## src/rtl/trellis_frame_encoder.sv

```systemverilog
// trellis_frame_encoder: streaming rate-1/2 RSC encoder; every frame starts from state 0.
// Define TRELLIS_ENC_TAIL_EN to append MEMORY tail symbols that drive each frame back to state 0.
module trellis_frame_encoder #(
  parameter int SYMBOLS = 10,
  parameter int MEMORY = 2,
  parameter logic [MEMORY:0] FB_POLY = 3'b111,
  parameter logic [MEMORY:0] FF_POLY = 3'b101
) (
  input  logic              clk,
  input  logic              reset,
  input  logic              in_valid,
  output logic              in_ready,
  input  logic              in_bit,
  output logic              out_valid,
  input  logic              out_ready,
  output logic [1:0]        out_sym,
  output logic              out_last,
  output logic [MEMORY-1:0] out_state
);
  localparam int CW = $clog2(SYMBOLS + 1);
  typedef enum logic {DATA, TAIL} state_t;
  state_t st_q, st_d;
  logic [MEMORY-1:0] r_q, r_d, r_next, ost_q, ost_d;
  logic [CW-1:0] cnt_q, cnt_d;
  logic [1:0] sym_q, sym_d;
  logic vld_q, vld_d, last_q, last_d;
  logic fb, ffr, u, a, p, free, step, last_sym;
  // r_q holds {r_1..r_M} with r_1 in the MSB, so r_k lives at bit MEMORY-k
  always_comb begin
    fb = 1'b0;
    ffr = 1'b0;
    for (int k = 1; k <= MEMORY; k++) begin
      fb = fb ^ (FB_POLY[k] & r_q[MEMORY-k]);
      ffr = ffr ^ (FF_POLY[k] & r_q[MEMORY-k]);
    end
    u = (st_q == TAIL) ? fb : in_bit;
    a = u ^ fb;
    p = (FF_POLY[0] & a) ^ ffr;
    r_next = MEMORY'({a, r_q} >> 1);
  end
  assign free = !vld_q || out_ready;
  assign in_ready = free && (st_q == DATA);
  assign step = (st_q == DATA) ? (in_valid && in_ready) : free;
  assign last_sym = cnt_q == CW'(SYMBOLS - 1);
  always_comb begin
    st_d = st_q;
    r_d = r_q;
    cnt_d = cnt_q;
    vld_d = vld_q && !out_ready;
    sym_d = sym_q;
    last_d = last_q;
    ost_d = ost_q;
    if (step) begin
      vld_d = 1'b1;
      sym_d = {u, p};
      last_d = last_sym;
      ost_d = r_next;
      cnt_d = last_sym ? '0 : cnt_q + CW'(1);
`ifdef TRELLIS_ENC_TAIL_EN
      r_d = r_next;
      st_d = last_sym ? DATA : (cnt_q == CW'(SYMBOLS - MEMORY - 1)) ? TAIL : st_q;
`else
      r_d = last_sym ? '0 : r_next;
`endif
    end
  end
  always_ff @(posedge clk) begin
    if (reset) begin
      st_q <= DATA;
      r_q <= '0;
      cnt_q <= '0;
      vld_q <= 1'b0;
      sym_q <= '0;
      last_q <= 1'b0;
      ost_q <= '0;
    end else begin
      st_q <= st_d;
      r_q <= r_d;
      cnt_q <= cnt_d;
      vld_q <= vld_d;
      sym_q <= sym_d;
      last_q <= last_d;
      ost_q <= ost_d;
    end
  end
  assign out_valid = vld_q;
  assign out_sym = sym_q;
  assign out_last = last_q;
  assign out_state = ost_q;
endmodule

```

## config.mk

```make
export PLATFORM = sky130hd
export DESIGN_NAME = trellis_frame_encoder
export DESIGN_NICKNAME = d
export VERILOG_FILES = /design/src/rtl/trellis_frame_encoder.sv
export SDC_FILE = /design/constraint.sdc
export NUM_CORES = 1
export LEC_CHECK = 0
export CELL_PAD_IN_SITES_DETAIL_PLACEMENT = 0
export CELL_PAD_IN_SITES_GLOBAL_PLACEMENT = 1
export CORE_AREA = 2 2 43 45
export CTS_CLUSTER_SIZE = 14
export DETAILED_ROUTE_END_ITERATION = 10
export DIE_AREA = 0 0 45 47
export PLACE_DENSITY = 0.84
export SLEW_MARGIN = 0
export SYNTH_ARGS = -nofsm -noshare
export SYNTH_HDL_FRONTEND = slang
export SYNTH_SLANG_ARGS = --single-unit
```

## constraint.sdc

```tcl
create_clock -name clk -period 2.1 [get_ports clk]
set_clock_uncertainty 0.15 [all_clocks]
set_input_delay 0.315 -clock clk [delete_from_list [all_inputs] [get_ports clk]]
set_output_delay 0.315 -clock clk [all_outputs]
set_load 0.02 [all_outputs]
```

Word-level counts from Yosys, hierarchy flattened
Index checks and enable logic that the tools add are counted.

Register bits after elaboration: 12. Latch bits: 0. RAM bits: 0. Memory bits (read-only): 0. Input port bits: 5. Output and inout port bits: 7. Logic and storage cells: 19. Memories: 0.

Add/sub/neg operators: 1. Multipliers: 0. Div/mod/pow operators: 0. $lt $le $gt $ge: 0. Equality and inequality tests: 1. Shift operators: 0. Mux-type cells: 3. Bitwise logic cells: 3. Reductions and logical operators: 5.

Operators with widths (number): adder 4 x 1 -> 4 bit (second input constant) (1); == test 4 bit (second input constant) (1); two-way mux 4 bit (1); bitwise XOR 1 bit (3); logical AND 1 bit (2); logical NOT 1 bit (2); two-way mux 2 bit (1); logical OR 1 bit (1); two-way mux 1 bit (1).

Depth between registers and ports, before layout
Gate-level depths: netlist (run 1).

Depth in word-level cells: 4. Gate-level depth with buffers: 5. Gate-level depth less buffers: 4.

Worst setup path before layout (run 1)
Ideal clock, no wire load.

Path type: flip-flop to flip-flop. Start point: register vld_q, in the netlist out_valid. End point: register sym_q[0], in the netlist out_sym[0]. Library setup time: 0.134 ns. Arrival: 1.248 ns. Required time: 1.816 ns. Slack: 0.568 ns. Stages on the path, launching flop included: 5. Buffers on the path: 0. Period minus slack after synthesis: 1.532 ns. Cell sequence: dfxtp_1 > nor2b_2 > clkinv_1 > a21oi_1 > a311oi_1.

Longest elaborated chain between the ends: 3.

RTL lines: from (decl) (RTL line 26) `logic vld_q, vld_d, last_q, last_d;`; from (signal assigned) (RTL line 80) `vld_q <= vld_d;`; logical NOT 1 bit (RTL line 41) `assign free = !vld_q || out_ready;`; logical OR 1 bit (RTL line 41); named net in_ready (RTL line 12) `output logic in_ready,`; logical AND 1 bit (RTL line 43) `assign step = (st_q == DATA) ? (in_valid && in_ready) : free;`; to (signal assigned) (RTL line 81) `sym_q <= sym_d;`; to (decl) (RTL line 25) `logic [1:0] sym_q, sym_d;`.

The timed path passes the listed nets, and every way through them passes these cells. A chain may end at the register's enable or synchronous reset.

Worst setup path after layout (run 1)
Start point: input port out_ready. End point: output port in_ready.

Longest elaborated chain between the ends: 1.

RTL lines: from (decl) (RTL line 15) `input logic out_ready,`; logical OR 1 bit (RTL line 41); to (decl) (RTL line 12).

Every way passes these cells.

==> summary.md, run 1 <==
| Metric | Value |
|---|---|
| Status | `completed` |
| Largest net degree at the start of global routing | `17` |
| Register area share after synthesis | `42.57%` |
| Sw frac | `26.17%` |
| HP Class | `reg2reg` |
| Clk sinks | `12` |
| Worst-path clk slew | `0.08 ns` |
| Initial antenna violation count | `0` |
| #FFs+latches synth | `12` |
| Hold Crit Depth | `2` |
| Synth area leader | `dfxtp_1` |
| Min cycle time layout | `1.964 ns` |
| Placed cells | `92` |
| Die height | `47 um` |
| YS warnings | `0` |
| Final hold violation count | `0` |
| Core Box Area | `1652 sq um` |
| WHS | `0.3281 ns` |
| LEAKAGE | `0.0002424 uW` |
| Starting Density | `34.17%` |
| Post-route insts no fill | `95` |
| Reg2reg end | `cnt_q[1]$_SDFFE_PP0P_` |
| Psw | `123.0 uW` |
| Seq pwr share | `52.9%` |
| Die ar. | `2115 sq um` |
| Clk Latency, worst-skew pair | `0.26 ns` |
| Number of buffers created by CTS | `3` |
| Hold-fix buffers, CTS | `0` |
| CP Launch Point | `out_ready` |
| Ant diodes | `0` |
| Max Buffers Root-to-Sink | `2` |
| Unrepaired setup endpoints after global routing | `no` |
| VDD IR-drop max | `262.2 uV` |
| Drt initial violations | `9` |
| WL/cell | `12.01 um` |
| Routed Antenna Nets | `0` |
| Type of origin of the critical path | `input pin` |
| Layout cell share with drive strength beyond 1 | `14.10%` |
| Area Overhead vs Synth | `27.72%` |
| Post-place setup slack | `0.1479 ns` |
| Cells after synthesis | `64` |
| Crit path to | `in_ready` |
| Final WS setup | `0.1364 ns` |
| Relative slew slack | `76.32%` |
| Reg2reg start | `out_valid$_SDFF_PP0_` |
| 1st-pass router iterations | `4` |
| First-pass GRT wire length | `1821 um` |
| Clk pwr share | `29.5%` |
| Critical Path RT | `1.63 ns` |
| Htree depth | `1` |
| Final setup vio count | `0` |
| Crit path DAT | `1.50 ns` |
| Ports | `12` |
| Vias | `512` |
| R2r setup slk | `0.62 ns` |
| NumNets Final | `85` |
| Syn Nets | `69` |
| Max-cap check violation count | `0` |
| Slew Viols, Final | `0` |
| Worst slew pin tran | `0.3541 ns` |
| Syn Std Cell Area | `564.3 sq um` |
| Unique masters post-synth | `27` |
| All-Layer GR Usage | `11.96%` |
| Clock root buffer | `clkbuf_4` |
| Post-DP HPWL | `798.2 um` |
| Logic pwr share | `17.6%` |
| Final worst-path cycle share | `93.51%` |
| Power Internal | `347.0 uW` |
| Peak Freq | `509.3 MHz` |
| CTS tree | `yes` |
| # DRC | `0` |
| Cell row count | `15` |
| Global route overflow | `0` |
| Synth top area cells | `dfxtp_1 (43%), a21oi_1 (8.9%), o21ai_0 (7.1%)` |
| # resized after CTS | `0` |
| R2R depth | `4` |
| Final wirelength | `1141 um` |
| Kind of end point of the critical path | `primary output` |
| Vias in the first global route | `426` |
| Final GP Congestion | `0.6542` |
| Crit Path Category | `in2out` |
| Setup_tns | `0 ns` |
| Vias/cell | `5.389` |
| Top-area cell type share of the netlist area | `42.57%` |
| Post-CTS Setup Inserts | `0` |
| Power per cell area | `652.1 nW/um^2` |
| Port Buffers | `11` |
| CP max FO | `2` |
| Die W | `45 um` |
| Syn_area_per_cell | `8.817 sq um` |
==> state kept, by name, indices dropped and copies added (netlist names) <==
register / count
cnt_q: 4
out_valid: 1
out_last: 1
out_sym: 2
out_state: 2
r_q: 2
==> cells in the mapped netlist <==
master     instances
and3b_2            1
clkinv_1           1
nand3b_1           1
o41ai_1            1
nand3_1            3
buf_4              1
dfxtp_1           12
clkbuf_1           1
inv_1              2
xnor2_1            3
nand2_2            1
or3_1              4
nor2b_1            2
o31ai_1            1
inv_2              1
buf_2              1
o21ai_0            8
a311oi_1           1
nand4bb_1          1
a21oi_1           10
nor2b_2            1
buf_6              1
nand4_1            1
a31oi_1            1
a211oi_1           1
or4_1              2
o32ai_1            1
==> stage by stage <==
step	cell area, sq um	utilization (%)	power (uW)
after floorplan	564.3	-	303.0
after global placement	698.2	42.27	335.6
after detailed placement	698.2	42.27	336.3
after CTS	720.7	43.64	473.0
after global routing	720.7	43.64	484.4
final	720.7	43.64	470.0
==> layout by cell type (no fill, tap or decap), drive strengths merged <==
| cell | Yosys | routed |
|---|---|---|
| a211oi | 1 | 1 |
| clkbuf | 1 | 3 |
| or4 | 2 | 2 |
| clkinv | 1 | 1 |
| a311oi | 1 | 1 |
| nor2b | 3 | 3 |
| a21oi | 10 | 10 |
| dfxtp | 12 | 12 |
| and3b | 1 | 1 |
| buf | 3 | 4 |
| nand2 | 1 | 1 |
| nand4 | 1 | 1 |
| o31ai | 1 | 1 |
| inv | 3 | 3 |
| a31oi | 1 | 1 |
| nand4bb | 1 | 1 |
| clkdlybuf4s50 | 0 | 11 |
| o32ai | 1 | 1 |
| xnor2 | 3 | 3 |
| o41ai | 1 | 1 |
| or3 | 4 | 4 |
| nand3 | 3 | 3 |
| nand3b | 1 | 1 |
| o21ai | 8 | 8 |
==> worst min path at each step <==
stage / endpoint / slack (ns) / from
6_report: out_sym[1]$_SDFFE_PP0P_ / 0.33 / out_sym[1]$_SDFFE_PP0P_
5_1_grt: out_sym[1]$_SDFFE_PP0P_ / 0.35 / out_sym[1]$_SDFFE_PP0P_
4_1_cts: out_sym[1]$_SDFFE_PP0P_ / 0.33 / out_sym[1]$_SDFFE_PP0P_
3_5_place_dp: out_sym[1]$_SDFFE_PP0P_ / 0.32 / out_sym[1]$_SDFFE_PP0P_
3_3_place_gp: out_sym[1]$_SDFFE_PP0P_ / 0.31 / out_sym[1]$_SDFFE_PP0P_
2_1_floorplan: out_state[1]$_SDFFE_PP0P_ / 0.27 / reset
==> worst max-delay path, cell delays in order <==
cell	delay (ns)
clkdlybuf4s50_1	0.42
nor2b_2	0.14
clkinv_1	0.09
clkdlybuf4s50_1	0.54
==> power by group through the flow <==
stage	Sequential [uW]	Clock, uW	Combinational [uW]
final	249	139	82.6
after global routing	250	145	89.3
after CTS	249	142	82.5
after detailed placement	254	0	82.1
after global placement	254	0	81.6
after floorplan	261	0	41.9
==> metal layers <==
layer / vias up / track usage [%] / wire length, um
li1: 267 / - / -
met1: 229 / 14.32 / 556
met2: 14 / 19.71 / 526
met3: 2 / 2.692 / 51
met4: 0 / 7.059 / 7
met5: - / 0 / 0
==> kinds of logic (layout without fill, tap and decap cells) <==
group / Yosys count / count (layout) / share of synthesized area [%]
AOI/OAI and AO/OA: 24 / 24 / 24.39
buffers and inverters: 8 / 22 / 7.537
xor gates and xnor gates: 3 / 3 / 4.657
DFF: 12 / 12 / 42.57
and+or+nand+nor: 17 / 17 / 20.84
==> layout make-up <==
class	instances	area, sq um
fillers	178	930.9
multi-input cells	44	281.5
flip-flops and latches	12	240.2
repair buffers	15	140.1
clock buffers	3	22.52
well taps	17	21.27
inverters	4	15.01
(Power assumes the default switching activity.)
==> inputs of run 2 (changes only) <==
--- a/config.mk
+++ b/config.mk
@@ -5,13 +5,14 @@
 export SDC_FILE = /design/constraint.sdc
 export NUM_CORES = 1
 export LEC_CHECK = 0
+export ABC_CLOCK_PERIOD_IN_PS = 2300
 export CELL_PAD_IN_SITES_DETAIL_PLACEMENT = 0
 export CELL_PAD_IN_SITES_GLOBAL_PLACEMENT = 1
 export CORE_AREA = 2 2 43 45
 export CTS_CLUSTER_SIZE = 14
 export DETAILED_ROUTE_END_ITERATION = 10
 export DIE_AREA = 0 0 45 47
-export PLACE_DENSITY = 0.84
+export PLACE_DENSITY = 0.76
 export SLEW_MARGIN = 0
 export SYNTH_ARGS = -nofsm -noshare
 export SYNTH_HDL_FRONTEND = slang
==> constraint.sdc (replaced) <==
create_clock -name clk -period 2.3 [get_ports clk]
set_clock_uncertainty 0.15 [all_clocks]
set_input_delay 0.345 -clock clk [delete_from_list [all_inputs] [get_ports clk]]
set_output_delay 0.345 -clock clk [all_outputs]
set_load 0.02 [all_outputs]
==> run 2 against run 1 <==
Against the previous run:
- non-clock buffer count down 1
- sequential power decreased by 8.8%
- flip-flop and latch count unchanged
- die area stayed put
- hold slack barely moved
- design area is 0.87% higher
- via count grew 0.98%
- power up 0.44%
- global-route usage rose by 1.8 points
- first-iteration DRC count is 11% higher
- register-to-register slack gained 0.20 ns
- largest cell class unchanged
- highest routed layer unchanged
==> summary.md, run 2 (synthesized netlist as in run 1, its figures left out) <==
| Metric | Value |
|---|---|
| Status | `completed` |
| # resized after CTS | `0 (unchanged)` |
| Core Box Area | `1652 sq um (unchanged)` |
| Wl on met1 | `573 um (+3.1%)` |
| Layout cell share with drive strength beyond 1 | `14.10% (unchanged)` |
| Number of buffers created by CTS | `3 (unchanged)` |
| Setup_tns | `0 ns (unchanged)` |
| Slew Viols, Final | `0 (unchanged)` |
| CP delay by family, top | `buffers and inverters` |
| Placed cells | `91 (-1.1%)` |
| CP max FO | `2 (unchanged)` |
| Final WS setup | `0.2754 ns (+0.1390 ns)` |
| Critical Path RT | `1.80 ns (+0.17 ns)` |
| WL/cell | `12.41 um (+3.3%)` |
| Crit path DAT | `1.53 ns (+0.03 ns)` |
| Largest net degree at the start of global routing | `17 (unchanged)` |
| Power Internal | `351.6 uW (+1.3%)` |
| Final GP Congestion | `0.6455 (-1.3%)` |
| Kind of end point of the critical path | `primary output` |
| Area Overhead vs Synth | `28.82%` |
| WL met3 | `34 um (-33%)` |
| All-Layer GR Usage | `13.71% (+1.8 points)` |
| Port Buffers | `11 (unchanged)` |
| NumNets Final | `84 (-1.2%)` |
| Final hold violation count | `0 (unchanged)` |
| 1st-pass router iterations | `4 (unchanged)` |
| Final wirelength | `1179 um (+3.3%)` |
| Worst slew pin tran | `0.2918 ns (-0.06224 ns)` |
| Vias/cell | `5.442 (+0.98%)` |
| Initial antenna violation count | `0 (unchanged)` |
| Htree depth | `1 (unchanged)` |
| Met2 wire length | `544 um (+3.4%)` |
| Peak Freq | `493.9 MHz` |
| Clk sinks | `12 (unchanged)` |
| Worst path bufs/invs | `3 (unchanged)` |
| Vias in the first global route | `483 (+13%)` |
| Relative slew slack | `80.48% (+4.2 points)` |
| Power per cell area | `649.3 nW/um^2 (-0.43%)` |
| Clock root buffer | `clkbuf_4` |
| Psw | `120.5 uW (-2.1%)` |
| First-pass GRT wire length | `2049 um (+13%)` |
| Ports | `12 (unchanged)` |
| Max-cap check violation count | `0 (unchanged)` |
| Post-route insts no fill | `95 (unchanged)` |
| Final setup vio count | `0 (unchanged)` |
| Crit Path Category | `in2out` |
| CTS tree | `yes` |
| Type of origin of the critical path | `input pin` |
| Most frequent CP cell | `clkdlybuf4s50_1` |
| Worst-path cell chain | `clkdlybuf4s50_1, nor2b_2, clkinv_1, clkdlybuf4s50_1` |
| Final worst-path cycle share | `88.03%` |
| CP max-delay cell | `clkdlybuf4s50_1` |
| Post-DP HPWL | `839.4 um (+5.2%)` |
| Finished Core Util | `44.02% (+0.38 points)` |
| HP Class | `reg2reg` |
| Clk pwr share | `36.2% (+6.7 points)` |
| CP peak stage delay | `0.54 ns (about the same)` |
| VDD IR-drop max | `351.4 uV (+34%)` |
| Seq pwr share | `48.1% (-4.8 points)` |
| Logic pwr share | `15.7% (-1.9 points)` |
| Cell row count | `15 (unchanged)` |
| Die height | `47 um (unchanged)` |
| Hold-fix buffers, CTS | `0 (unchanged)` |
| Routed Antenna Nets | `0 (unchanged)` |
| Global route overflow | `0 (unchanged)` |
| Register with the most flip-flops | `cnt_q` |
| Post-CTS Setup Inserts | `0 (unchanged)` |
| Unrepaired setup endpoints after global routing | `no` |
| Max Buffers Root-to-Sink | `2 (unchanged)` |
| Starting Density | `34.17% (unchanged)` |
| Die ar. | `2115 sq um (unchanged)` |
| Sw frac | `25.52% (-0.65 points)` |
| Die W | `45 um (unchanged)` |
| Highest metal used | `met4` |
| Worst-path clk slew | `0.08 ns (about the same)` |
| Min cycle time layout | `2.025 ns` |
| Clk Latency, worst-skew pair | `0.28 ns (+0.02 ns)` |
| Most frequent cells in the layout | `dfxtp_1 (12), clkdlybuf4s50_1 (11), a21oi_1 (10), o21ai_0 (8), or3_1 (4)` |
| Ant diodes | `0 (unchanged)` |
| LEAKAGE | `0.0002448 uW (+0.98%)` |
| Vias | `517 (+0.98%)` |
| Post-place setup slack | `0.2842 ns (+0.1363 ns)` |
| Max FFs per register | `4 (unchanged)` |
| Drt initial violations | `10 (+1)` |
| # DRC | `0 (unchanged)` |
| Commonest non-fill, non-tap cell in the layout | `dfxtp_1` |
-- run 2: cell types whose count changed in the layout (fill, tap and decap cells not counted) --
cell / before / now
clkbuf_8: 0 / 1
buf_4: 4 / 3
-- run 2: metal layers --
metal | GRT usage [%] | vias to the layer above
li1 | - | 263
met1 | 16.39 | 242
met2 | 22.57 | 8
met3 | 2.692 | 4
met4 | 8.824 | 0
met5 | 0 | -
-- run 2: cell type report --
| cell class | count | area, sq um |
|---|---|---|
| clock buffers | 4 | 36.28 |
| fillers | 178 | 924.6 |
| inverters | 4 | 15.01 |
| multi-input cells | 44 | 281.5 |
| flip-flops and latches | 12 | 240.2 |
| well taps | 17 | 21.27 |
| repair buffers | 14 | 132.6 |
-- run 2: metrics by stage --
stage | instance area (sq um) | power (uW) | hold WS, ns
3_5_place_dp | 690.7 | 306.1 | 0.3184
6_report | 726.9 | 472.0 | 0.3277
2_1_floorplan | 564.3 | 276.7 | 0.2956
3_3_place_gp | 690.7 | 305.4 | 0.3119
5_1_grt | 726.9 | 494.2 | 0.3609
4_1_cts | 726.9 | 478.5 | 0.3324
-- run 2: worst register-to-register path, stage by stage, from the launching register on --
cell     delay (ns)
dfxtp_1        0.31
nor2b_2        0.15
buf_4          0.17
or4_1          0.50
a21oi_1        0.13
-- run 2: power by group through the flow --
stage	Combinational (uW)	Sequential (uW)	Clock, uW
2_1_floorplan	38.3	238	0
5_1_grt	80.8	229	184
3_3_place_gp	73.5	232	0
4_1_cts	74.9	227	177
3_5_place_dp	74.1	232	0
6_report	74.2	227	171
-- run 2: path summary, 6_finish.rpt --
path | from | end | cells after the start | slack (ns)
max reg2reg | out_valid$_SDFF_PP0_ | cnt_q[1]$_SDFFE_PP0P_ | 4 | 0.82
min | out_last$_SDFFE_PP0P_ | out_last$_SDFFE_PP0P_ | 2 | 0.33
min reg2reg | out_last$_SDFFE_PP0P_ | out_last$_SDFFE_PP0P_ | 2 | 0.33
max | out_ready | in_ready | 4 | 0.28
==> inputs of run 3 (changes only) <==
==> config.mk (replaced) <==
export PLATFORM = sky130hd
export DESIGN_NAME = trellis_frame_encoder
export DESIGN_NICKNAME = d
export VERILOG_FILES = /design/src/rtl/trellis_frame_encoder.sv
export SDC_FILE = /design/constraint.sdc
export NUM_CORES = 1
export LEC_CHECK = 0
export ABC_CLOCK_PERIOD_IN_PS = 2300
export CELL_PAD_IN_SITES_DETAIL_PLACEMENT = 1
export CELL_PAD_IN_SITES_GLOBAL_PLACEMENT = 2
export CORE_AREA = 2 2 47 49
export CTS_CLUSTER_SIZE = 14
export DETAILED_ROUTE_END_ITERATION = 10
export DIE_AREA = 0 0 49 51
export PLACE_DENSITY = 0.79
export SLEW_MARGIN = 0
export SYNTH_ARGS = -nofsm -noshare
export SYNTH_HDL_FRONTEND = slang
export SYNTH_SLANG_ARGS = --single-unit
==> run 3 against run 2 <==
Against the previous run:
- worst setup slack lost 0.071 ns
- wire length grew 25%
- maximum frequency shrank 3.4%
- sequential power is essentially flat
- via count grew 3.3%
- clock-buffer cell count is the same
- combinational power grew 2.8%
- global-route usage shrank 0.14 points
- first-iteration DRC count shrank 100%
- non-clock buffer count is the same
- cell count grew 12%
- critical path type unchanged
- largest power group unchanged
- highest routed layer unchanged
==> summary.md, run 3 (synthesized netlist as in run 1, its figures left out) <==
| Metric | Value |
|---|---|
| Status | `completed` |
| Clock root buffer | `clkbuf_4` |
| Min cycle time layout | `2.096 ns (+0.07106 ns)` |
| Die W | `49 um (+8.9%)` |
| # resized after CTS | `0 (unchanged)` |
| Peak Freq | `477.2 MHz (-3.4%)` |
| Final setup vio count | `0 (unchanged)` |
| CP max-delay cell | `clkdlybuf4s50_1` |
| LEAKAGE | `0.0002448 uW (unchanged)` |
| Global route overflow | `0 (unchanged)` |
| Register with the most flip-flops | `cnt_q` |
| Final GP Congestion | `0.6827 (+5.8%)` |
| Sw frac | `26.29% (+0.77 points)` |
| Clk pwr share | `36.2% (about the same)` |
| Largest net degree at the start of global routing | `17 (unchanged)` |
| Final worst-path cycle share | `91.12% (+3.1 points)` |
| Vias/cell | `5.038 (-7.4%)` |
| Most frequent cells in the layout | `dfxtp_1 (12), clkdlybuf4s50_1 (11), a21oi_1 (10), o21ai_0 (8), or3_1 (4)` |
| Worst path bufs/invs | `3 (unchanged)` |
| Vias in the first global route | `543 (+12%)` |
| Reg2reg end | `cnt_q[2]$_SDFFE_PP0P_` |
| Initial antenna violation count | `0 (unchanged)` |
| Post-route insts no fill | `106 (+12%)` |
| Hold-fix buffers, CTS | `0 (unchanged)` |
| Cell row count | `17 (+2)` |
| Core Box Area | `2063 sq um (+25%)` |
| CP delay by family, top | `buffers and inverters` |
| Post-DP HPWL | `1069 um (+27%)` |
| Setup_tns | `0 ns (unchanged)` |
| Power per cell area | `644.1 nW/um^2 (-0.80%)` |
| Ports | `12 (unchanged)` |
| Logic pwr share | `16.0% (+0.3 points)` |
| Routed Antenna Nets | `0 (unchanged)` |
| Power Internal | `351.7 uW (about the same)` |
| Kind of end point of the critical path | `primary output` |
| Fill count | `247 (+39%)` |
| Worst slew pin tran | `0.3436 ns (+0.05182 ns)` |
| First-pass GRT wire length | `2497 um (+22%)` |
| Max Buffers Root-to-Sink | `2 (unchanged)` |
| Slew Viols, Final | `0 (unchanged)` |
| R2R depth | `4 (unchanged)` |
| Post-CTS Setup Inserts | `0 (unchanged)` |
| R2r setup slk | `0.76 ns (-0.06 ns)` |
| VDD IR-drop max | `326.4 uV (-7.1%)` |
| Worst path depth | `4 (unchanged)` |
| Clk Latency, worst-skew pair | `0.28 ns (about the same)` |
| Worst-path cell chain | `clkdlybuf4s50_1, nor2b_2, clkinv_1, clkdlybuf4s50_1` |
| Overall Power | `477.1 uW (+1.1%)` |
| Crit Path Category | `in2out` |
| Die ar. | `2499 sq um (+18%)` |
| Final wirelength | `1473 um (+25%)` |
| Commonest non-fill, non-tap cell in the layout | `dfxtp_1` |
| Reg2reg start | `out_valid$_SDFF_PP0_` |
| Area Overhead vs Synth | `31.26%` |
| Crit path to | `in_ready` |
| Finished Core Util | `35.90% (-8.1 points)` |
| Die height | `51 um (+8.5%)` |
| Starting Density | `27.35% (-6.8 points)` |
| CP Launch Point | `out_ready` |
| 1st-pass router iterations | `1 (-3)` |
| Seq pwr share | `47.8% (-0.3 points)` |
| Unrepaired setup endpoints after global routing | `no` |
| Port Buffers | `11 (unchanged)` |
| Post-route cell area | `740.7 sq um (+1.9%)` |
| Number of buffers created by CTS | `3 (unchanged)` |
| # DRC | `0 (unchanged)` |
| Psw | `125.4 uW (+4.1%)` |
| CTS tree | `yes` |
| NumNets Final | `84 (unchanged)` |
| Worst-path clk slew | `0.08 ns (about the same)` |
| Max FFs per register | `4 (unchanged)` |
| All-Layer GR Usage | `13.57% (-0.14 points)` |
| Final hold violation count | `0 (unchanged)` |
| HP Class | `reg2reg` |
| Vias | `534 (+3.3%)` |
| Placed cells | `102 (+12%)` |
| Relative slew slack | `77.02% (-3.5 points)` |
| WL/cell | `13.90 um (+12%)` |
| Max-cap check violation count | `0 (unchanged)` |
| Type of origin of the critical path | `input pin` |
| Most frequent CP cell | `clkdlybuf4s50_1` |
| Ant diodes | `0 (unchanged)` |
| Crit path DAT | `1.60 ns (+0.07 ns)` |
| Critical Path RT | `1.80 ns (about the same)` |
| Clk sinks | `12 (unchanged)` |
| Layout cell share with drive strength beyond 1 | `14.10% (unchanged)` |
| CP peak stage delay | `0.55 ns (about the same)` |
| CP max FO | `2 (unchanged)` |
| Drt initial violations | `0 (-10)` |
| Htree depth | `1 (unchanged)` |
| Placed Area | `704.4 sq um (+2.0%)` |
-- run 3: stage by stage --
step | hold WS, ns | worst slack, ns
6_report | 0.3294 | 0.2043
5_1_grt | 0.3688 | 0.1462
4_1_cts | 0.3327 | 0.1775
3_5_place_dp | 0.3247 | 0.1944
3_3_place_gp | 0.3093 | 0.2671
2_1_floorplan | 0.2956 | 0.7679
-- run 3: worst min path at each step --
stage	startpoint	to	slack, ns	depth (start not counted)
2_1_floorplan	reset	out_state[1]$_SDFFE_PP0P_	0.30	1
3_3_place_gp	out_last$_SDFFE_PP0P_	out_last$_SDFFE_PP0P_	0.31	2
3_5_place_dp	out_last$_SDFFE_PP0P_	out_last$_SDFFE_PP0P_	0.32	2
4_1_cts	out_last$_SDFFE_PP0P_	out_last$_SDFFE_PP0P_	0.33	2
5_1_grt	out_state[0]$_SDFFE_PP0P_	out_state[0]$_SDFFE_PP0P_	0.37	2
6_report	out_last$_SDFFE_PP0P_	out_last$_SDFFE_PP0P_	0.33	2
-- run 3: metal layers --
layer  track usage [%]  vias to the layer above  part of all wire [%]
li1                  -                      263                     -
met3             2.047                        5                   2.7
met2             23.97                        9                    52
met4             10.00                        0                   2.7
met5                 0                        -                     0
met1             14.86                      257                    42
-- run 3: worst min-delay path, delay by kind of cell (launching register included) --
| kind | cells | cell delay (ns) |
|---|---|---|
| flip-flops | 1 | 0.31 |
| AO/OA/AOI/OAI | 2 | 0.13 |
-- run 3: layout make-up --
type | instances | area [sq um] | share of cell area, %
clock buffers | 4 | 36.28 | 4.899
inverters | 4 | 15.01 | 2.027
multi-input cells | 44 | 281.5 | 38.01
flip-flops and latches | 12 | 240.2 | 32.43
well taps | 28 | 35.03 | 4.730
repair buffers | 14 | 132.6 | 17.91
-- run 3: power by group through the flow --
stage	logic (uW)	registers [uW]	clock network [uW]
finish	76.3	228	173
global route	83.2	230	185
CTS	77.3	228	179
detailed placement	76.9	233	0
global placement	74.2	232	0
floorplan	38.3	238	0
